File: config.mk
export PLATFORM = sky130hd
export DESIGN_NAME = seq_alu
export DESIGN_NICKNAME = d
export VERILOG_FILES = /design/src/rtl/alu_pkg.sv /design/src/rtl/muldiv_iter.sv /design/src/rtl/seq_alu.sv
export SDC_FILE = /design/constraint.sdc
export NUM_CORES = 1
export LEC_CHECK = 0
export ABC_AREA = 1
export BUFFER_PORTS_ARGS = -buffer_cell sky130_fd_sc_hd__buf_2
export CAP_MARGIN = 20
export CORE_MARGIN = 4
export CORE_UTILIZATION = 46
export DETAILED_ROUTE_END_ITERATION = 8
export GPL_TIMING_DRIVEN = 1
export SETUP_SLACK_MARGIN = 0.2
export SLEW_MARGIN = 0
export SYNTH_ARGS = -nofsm -noshare
export SYNTH_HDL_FRONTEND = slang
export SYNTH_SLANG_ARGS = --single-unit
File: constraint.sdc
create_clock -name clk -period 4 [get_ports clk]
set_input_delay 0.2 -clock clk [delete_from_list [all_inputs] [get_ports clk]]
set_output_delay 0.2 -clock clk [all_outputs]
set_load 0.1 [all_outputs]
File: src/rtl/alu_pkg.sv
// Shared encodings for the sequential ALU: base-op functions, M-extension funct3
// values and the controller state type.
package alu_pkg;

  localparam logic [2:0] OP_ADD  = 3'd0;
  localparam logic [2:0] OP_SLL  = 3'd1;
  localparam logic [2:0] OP_SLT  = 3'd2;
  localparam logic [2:0] OP_SLTU = 3'd3;
  localparam logic [2:0] OP_XOR  = 3'd4;
  localparam logic [2:0] OP_SRL  = 3'd5;
  localparam logic [2:0] OP_OR   = 3'd6;
  localparam logic [2:0] OP_AND  = 3'd7;

  localparam logic [2:0] F3_MUL    = 3'd0;
  localparam logic [2:0] F3_MULH   = 3'd1;
  localparam logic [2:0] F3_MULHSU = 3'd2;
  localparam logic [2:0] F3_MULHU  = 3'd3;
  localparam logic [2:0] F3_DIV    = 3'd4;
  localparam logic [2:0] F3_DIVU   = 3'd5;
  localparam logic [2:0] F3_REM    = 3'd6;
  localparam logic [2:0] F3_REMU   = 3'd7;

  typedef enum logic [1:0] {
    IDLE = 2'd0,
    CALC = 2'd1,
    FIX  = 2'd2,
    DONE = 2'd3
  } state_t;

endpackage

File: src/rtl/muldiv_iter.sv
// Iterative multiply/divide engine: one shift-add or restoring-subtract step per
// cycle on unsigned magnitudes, with the sign fix-up applied on the result path.
module muldiv_iter
  import alu_pkg::*;
#(
  parameter int XLEN  = 32,
  parameter int CNT_W = $clog2(XLEN) + 1
) (
  input  logic            clk,
  input  logic            rst_n,
  input  logic            start,
  input  logic [XLEN-1:0] a,
  input  logic [XLEN-1:0] b,
  input  logic [2:0]      funct3,
  output logic            done,
  output logic [XLEN-1:0] result
);

  logic [2*XLEN-1:0] acc;
  logic [XLEN-1:0]   opd;
  logic [CNT_W-1:0]  cnt;
  logic [2:0]        op;
  logic              neg_q;
  logic              neg_r;

  logic              sa, sb;
  logic [XLEN-1:0]   ma, mb;
  logic [XLEN:0]     add_sum;
  logic [XLEN:0]     rem_sh;
  logic [XLEN+1:0]   sub_diff;
  logic [2*XLEN-1:0] acc_nx;
  logic [2*XLEN-1:0] prod;
  logic [XLEN-1:0]   quo, rem;

  always_comb begin
    if (funct3[2]) begin
      sa = !funct3[0] & a[XLEN-1];
      sb = !funct3[0] & b[XLEN-1];
    end else begin
      sa = (funct3 != F3_MULHU) & a[XLEN-1];
      sb = !funct3[1] & b[XLEN-1];
    end
    ma = sa ? -a : a;
    mb = sb ? -b : b;
  end

  // Multiply keeps the multiplier in acc's low half; divide keeps the dividend there
  // and grows the partial remainder in the high half.
  always_comb begin
    add_sum  = {1'b0, acc[2*XLEN-1:XLEN]} + {1'b0, opd & {XLEN{acc[0]}}};
    rem_sh   = {acc[2*XLEN-1:XLEN], acc[XLEN-1]};
    sub_diff = {1'b0, rem_sh} - {2'b00, opd};
    acc_nx   = {add_sum, acc[XLEN-1:1]};
    if (op[2]) begin
      if (!sub_diff[XLEN+1])
        acc_nx = {sub_diff[XLEN-1:0], acc[XLEN-2:0], 1'b1};
      else
        acc_nx = {rem_sh[XLEN-1:0], acc[XLEN-2:0], 1'b0};
    end
  end

  always_ff @(posedge clk or negedge rst_n) begin
    if (!rst_n) begin
      acc   <= '0;
      opd   <= '0;
      cnt   <= '0;
      op    <= '0;
      neg_q <= 1'b0;
      neg_r <= 1'b0;
    end else if (start) begin
      acc   <= {{XLEN{1'b0}}, (funct3[2] ? ma : mb)};
      opd   <= funct3[2] ? mb : ma;
      cnt   <= CNT_W'(XLEN);
      op    <= funct3;
      neg_q <= sa ^ sb;
      neg_r <= sa;
    end else if (cnt != '0) begin
      acc <= acc_nx;
      cnt <= cnt - CNT_W'(1);
    end
  end

  assign done = (cnt == CNT_W'(1));

  always_comb begin
    prod = neg_q ? -acc : acc;
    quo  = neg_q ? -acc[XLEN-1:0] : acc[XLEN-1:0];
    rem  = neg_r ? -acc[2*XLEN-1:XLEN] : acc[2*XLEN-1:XLEN];
    case (op)
      F3_MUL:                        result = prod[XLEN-1:0];
      F3_MULH, F3_MULHSU, F3_MULHU:  result = prod[2*XLEN-1:XLEN];
      F3_DIV, F3_DIVU:               result = quo;
      default:                       result = rem;
    endcase
  end

endmodule

File: src/rtl/seq_alu.sv
// Handshaked execute-stage ALU: single-cycle base ops plus iterative RV M-extension.
// state | meaning
// IDLE  | ready for a new op
// CALC  | engine iterating, one bit per cycle
// FIX   | sign/half selection, result registered
// DONE  | result valid, waiting for out_ready
module seq_alu
  import alu_pkg::*;
#(
  parameter int XLEN  = 32,
  parameter int CNT_W = $clog2(XLEN) + 1
) (
  input  logic            clk,
  input  logic            rst_n,
  input  logic            in_valid,
  output logic            in_ready,
  input  logic [XLEN-1:0] a,
  input  logic [XLEN-1:0] b,
  input  logic [3:0]      sel,
  input  logic            m_ext,
  output logic            out_valid,
  input  logic            out_ready,
  output logic [XLEN-1:0] o,
  output logic            zero,
  output logic            busy
);

  localparam int SH_W = $clog2(XLEN);
  localparam logic [XLEN-1:0] XMIN = {1'b1, {(XLEN-1){1'b0}}};

  state_t          state, state_nx;
  logic [SH_W-1:0] shamt;
  logic [XLEN-1:0] base_res, special_res, md_result, o_nx;
  logic            div_zero, div_ovf;
  logic            md_start, md_done, o_load;

  assign shamt = b[SH_W-1:0];

  always_comb begin
    base_res = '0;
    case (sel[2:0])
      OP_ADD:  base_res = sel[3] ? a - b : a + b;
      OP_SLL:  base_res = a << shamt;
      OP_SLT:  base_res = {{(XLEN-1){1'b0}}, $signed(a) < $signed(b)};
      OP_SLTU: base_res = {{(XLEN-1){1'b0}}, a < b};
      OP_XOR:  base_res = a ^ b;
      OP_SRL: begin
        if (sel[3]) base_res = $unsigned($signed(a) >>> shamt);
        else        base_res = a >> shamt;
      end
      OP_OR:   base_res = a | b;
      OP_AND:  base_res = a & b;
      default: base_res = '0;
    endcase
  end

  // Division corner cases resolve immediately and never enter the engine.
  always_comb begin
    div_zero = sel[2] && (b == '0);
    div_ovf  = sel[2] && !sel[0] && (a == XMIN) && (&b);
    if (div_zero) special_res = sel[1] ? a : '1;
    else          special_res = sel[1] ? '0 : XMIN;
  end

  always_comb begin
    state_nx = state;
    md_start = 1'b0;
    o_load   = 1'b0;
    o_nx     = md_result;
    case (state)
      IDLE: begin
        if (in_valid) begin
          if (!m_ext) begin
            o_load   = 1'b1;
            o_nx     = base_res;
            state_nx = DONE;
          end else if (div_zero || div_ovf) begin
            o_load   = 1'b1;
            o_nx     = special_res;
            state_nx = DONE;
          end else begin
            md_start = 1'b1;
            state_nx = CALC;
          end
        end
      end
      CALC: if (md_done) state_nx = FIX;
      FIX: begin
        o_load   = 1'b1;
        state_nx = DONE;
      end
      DONE: if (out_ready) state_nx = IDLE;
      default: state_nx = IDLE;
    endcase
  end

  always_ff @(posedge clk or negedge rst_n) begin
    if (!rst_n) begin
      state <= IDLE;
      o     <= '0;
      zero  <= 1'b1;
    end else begin
      state <= state_nx;
      if (o_load) begin
        o    <= o_nx;
        zero <= ~|o_nx;
      end
    end
  end

  assign in_ready  = (state == IDLE);
  assign out_valid = (state == DONE);
  assign busy      = (state == CALC) || (state == FIX);

  muldiv_iter #(
    .XLEN  (XLEN),
    .CNT_W (CNT_W)
  ) u_muldiv (
    .clk    (clk),
    .rst_n  (rst_n),
    .start  (md_start),
    .a      (a),
    .b      (b),
    .funct3 (sel[2:0]),
    .done   (md_done),
    .result (md_result)
  );

endmodule

==> results.cfg <==
[worst_setup_path]
r2r_start = u_muldiv.acc[33]$_DFFE_PN0P_
crit_path_top_delay_cell = dfrtp_1
crit_fanout = 40
reg2reg_depth = 12
rr_endpoint = u_muldiv.acc[47]$_DFFE_PN0P_
crit_chain = ha_1 > a21oi_1 > o21ai_0 > a21oi_1 > o21ai_0 > a21oi_1 > nand2_1 > buf_4 > o21ai_0 > a21oi_1 > o21ai_0 > o21ai_0
critPathKind = reg -> reg
start_kind = register
crit_top_cell = o21ai_0
cp-end-kind = register
worstPathRequired_ns = 4.38
slowest_delay_ns = 0.53
ff2ff_setup_slack_ns = 0.31
crit_arrival_ns = 4.08

[sta]
grt_setup_unrepaired = false
finalHoldViolCount = 0
final-max-slew-violation-count = 0
fin_crit_ns = 3.69
skew_ns = 0.0121
tightest_slew_ns = 1.05
finalSetupViolations = 0
fin_crit_sh = 0.923
slew_headroom = 0.299
fin_setup_tns_ns = 0
fmax_mhz = 271

[drt]
firstDrtPassIters = 7
routed_via_density = 6.36
dr_total_vias = 34600
drt_wl_total_mm = 150
ant_nets = 0
wl_per_cell_um = 27.6
drt-initial-drc-count = 5151
drcViolationCount = 0

[global_routing]
antenna_found_initial = 9
overflow = 0
grt_max_degree = 77
grt_first_pass_wirelength_mm = 216
grt_pass1_vias = 32400
track_usage = 0.483

[cts]
root_buffer = clkbuf_16
clk_pin_slew_worst_paths_ns = 0.07
worst_skew_pair.late_latency_ns = 0.47
cts.sinks = 142
clock_path_buffers = 2
cts_tree = done
htreeDepth = 4
post_cts_buffers = 0
cts_inserted_buffers = 17

[yosys]
synth_area_leader_cell = nand2_1
synth_flop_cell = dfrtp_1
yosysWarnings = 0
synth.avg_cell_area_um2 = 5.59
ys_async_sr_fraction = 1.00
ys_seq_area_frac = 0.138
synth_area_um2 = 25700
syn_inst = 4602
ys_ff_latch = 142
synth_top_area_frac = 0.190
synth_cell_types = 58
synth_edf_count = 0
synth_top_cells_by_area = nand2_1 19%, dfrtp_1 14%, nand3_1 10%, ha_1 8.4%, nor2_1 7.2%
mappedNetlistNets = 4851

[power_and_ir_drop]
p_leak_nw = 13.8
max-vdd-ir-drop_mv = 0.992
pwr_density_cell_nw_per_um2 = 797

[floorplan]
start_util = 0.466
dieWidth_um = 244
io_pins = 109
die_h_um = 244
fp.coreArea_um2 = 55200
fp-row-count = 86
dieArea_um2 = 59700

[outcome]
status = completed

[flow_run]
cap_violations = 0

[worst_hold_path]
min_path_type = in -> reg
whs_endpoint = u_muldiv.op[0]$_DFFE_PN0P_
worstHoldStart = sel[0]
hold_path_depth = 3

[layout]
final_nets = 4923
fin_util = 0.507
drive_gt1_frac = 0.0817
syn2layout_area_growth_pct = 8.92
instances_no_fill = 5441

[placed_design]
place_hpwl_mm = 122
dp_cells = 5402
gp_congestion = 1.16
port_buffers = 108
[layout by cell type (no fill, tap or decap), types with 14 or more instances in the layout]
cell type     n
a21oi_1     318
a221oi_1     15
a31oi_1      41
buf_2       107
buf_4       138
clkbuf_16    17
dfrtp_1     138
ha_1        172
inv_1       465
inv_2        26
nand2_1    1298
nand3_1     539
nand4_1      53
nor2_1      490
nor2_2       18
nor3_1       59
nor4_1       14
o2111ai_1    15
o211ai_1     55
o21ai_0     321
o21ai_1      31
o221ai_1     33
o22ai_1      38
xnor2_1      14
xor2_1      100
[worst max-delay path by stage]
| stage | startpoint | to | slack (ns) |
|---|---|---|---|
| after floorplan | u_muldiv.acc[0]$_DFFE_PN0P_ | u_muldiv.acc[47]$_DFFE_PN0P_ | 0.97 |
| after global placement | a[22] | zero$_DFFE_PN1P_ | 0.44 |
| after detailed placement | u_muldiv.acc[0]$_DFFE_PN0P_ | u_muldiv.acc[62]$_DFFE_PN0P_ | 0.41 |
| after CTS | u_muldiv.acc[0]$_DFFE_PN0P_ | u_muldiv.acc[62]$_DFFE_PN0P_ | 0.38 |
| after global routing | u_muldiv.opd[0]$_DFFE_PN0P_ | u_muldiv.acc[49]$_DFFE_PN0P_ | 0.27 |
| final | u_muldiv.acc[33]$_DFFE_PN0P_ | u_muldiv.acc[47]$_DFFE_PN0P_ | 0.31 |
[synth_stat cells (7+ instances only)]
master and n:
a211oi_1 8, a21o_1 10, a21oi_1 319, a221oi_1 15
a22oi_1 9, a31oi_1 41, and2_1 11, buf_1 21
buf_2 72, buf_4 9, buf_6 8, clkbuf_1 87
dfrtp_1 141, ha_1 172, inv_1 465, inv_2 26
nand2_1 1299, nand3_1 539, nand3_2 10, nand3b_1 7
nand4_1 53, nor2_1 491, nor2_2 17, nor2_4 10
nor3_1 59, nor4_1 14, o2111ai_1 15, o211ai_1 55
o21a_1 9, o21ai_0 322, o21ai_1 30, o21bai_1 11
o221ai_1 33, o22ai_1 38, o31ai_1 8, or2_2 13
xnor2_1 14, xor2_1 100
[routing by layer]
metal / vias up / routed length [um] / GRT usage
li1: 15500 / - / -
met4: 6 / 17400 / 0.433
met1: 15800 / 51400 / 0.544
met5: - / 48 / 0
met3: 777 / 16700 / 0.118
met2: 2566 / 64400 / 0.758
[cells by family (layout without fill, tap and decap cells)]
| family | Yosys count | in the layout | synth area share |
|---|---|---|---|
| buf+inv | 699 | 784 | 0.110 |
| compound gates | 933 | 933 | 0.207 |
| flops | 142 | 142 | 0.138 |
| fa+ha+maj | 176 | 176 | 0.0868 |
| xor+xnor | 114 | 114 | 0.0388 |
| simple gates | 2538 | 2538 | 0.420 |
| other cells | 0 | 6 | 0 |
[critical path, delay by kind of cell (launching register included)]
kind,cells,cell delay (ns)
compound gates,9,2.02
flops,1,0.53
fa+ha+maj,1,0.47
buf+inv,1,0.39
simple gates,1,0.16
[metrics by stage]
stage                     cell area [um^2]  hold WS, ns  total power (W)  worst slack (ns)
after detailed placement             27400        0.237           0.0198             0.405
after global routing                 28000        0.151           0.0236             0.265
after global placement               27400        0.236           0.0198             0.443
final                                28000        0.172           0.0223             0.309
after floorplan                      25700      -0.0956           0.0144             0.968
after CTS                            28000        0.129           0.0216             0.375
[layout make-up]
type                       instances  area, um^2
tap                              748         936
antenna                            6        15.0
clock inverter                    14         146
timing repair buffer             251        1670
clock buffer                      18         439
inverter                         501        1890
multi-input combinational       3761       19300
sequential                       142        3560
fill                            6162       27200
[registers in the layout, indices dropped and copies added, names as in the netlist]
signal / flops
u_muldiv.acc: 64
o: 32
u_muldiv.opd: 32
u_muldiv.cnt: 6
u_muldiv.op: 3
state: 2
u_muldiv.neg_q: 1
u_muldiv.neg_r: 1
zero: 1
[where the power goes]
part	total, W	internal [W]	switching, W	leakage [nW]
sequential	0.00346	0.00223	0.00123	1.64
combinational	0.0172	0.00508	0.0121	11.9
clock	0.00167	0.000896	0.000771	0.288
[repair_timing]
item / CTS / global route
hold endpoints to repair: 66 / 0
setup endpoints to repair: 0 / 6
resized for setup: 0 / 3
hold buffers: 1 / 0
No activity file was read; power rests on OpenSTA's default activity.
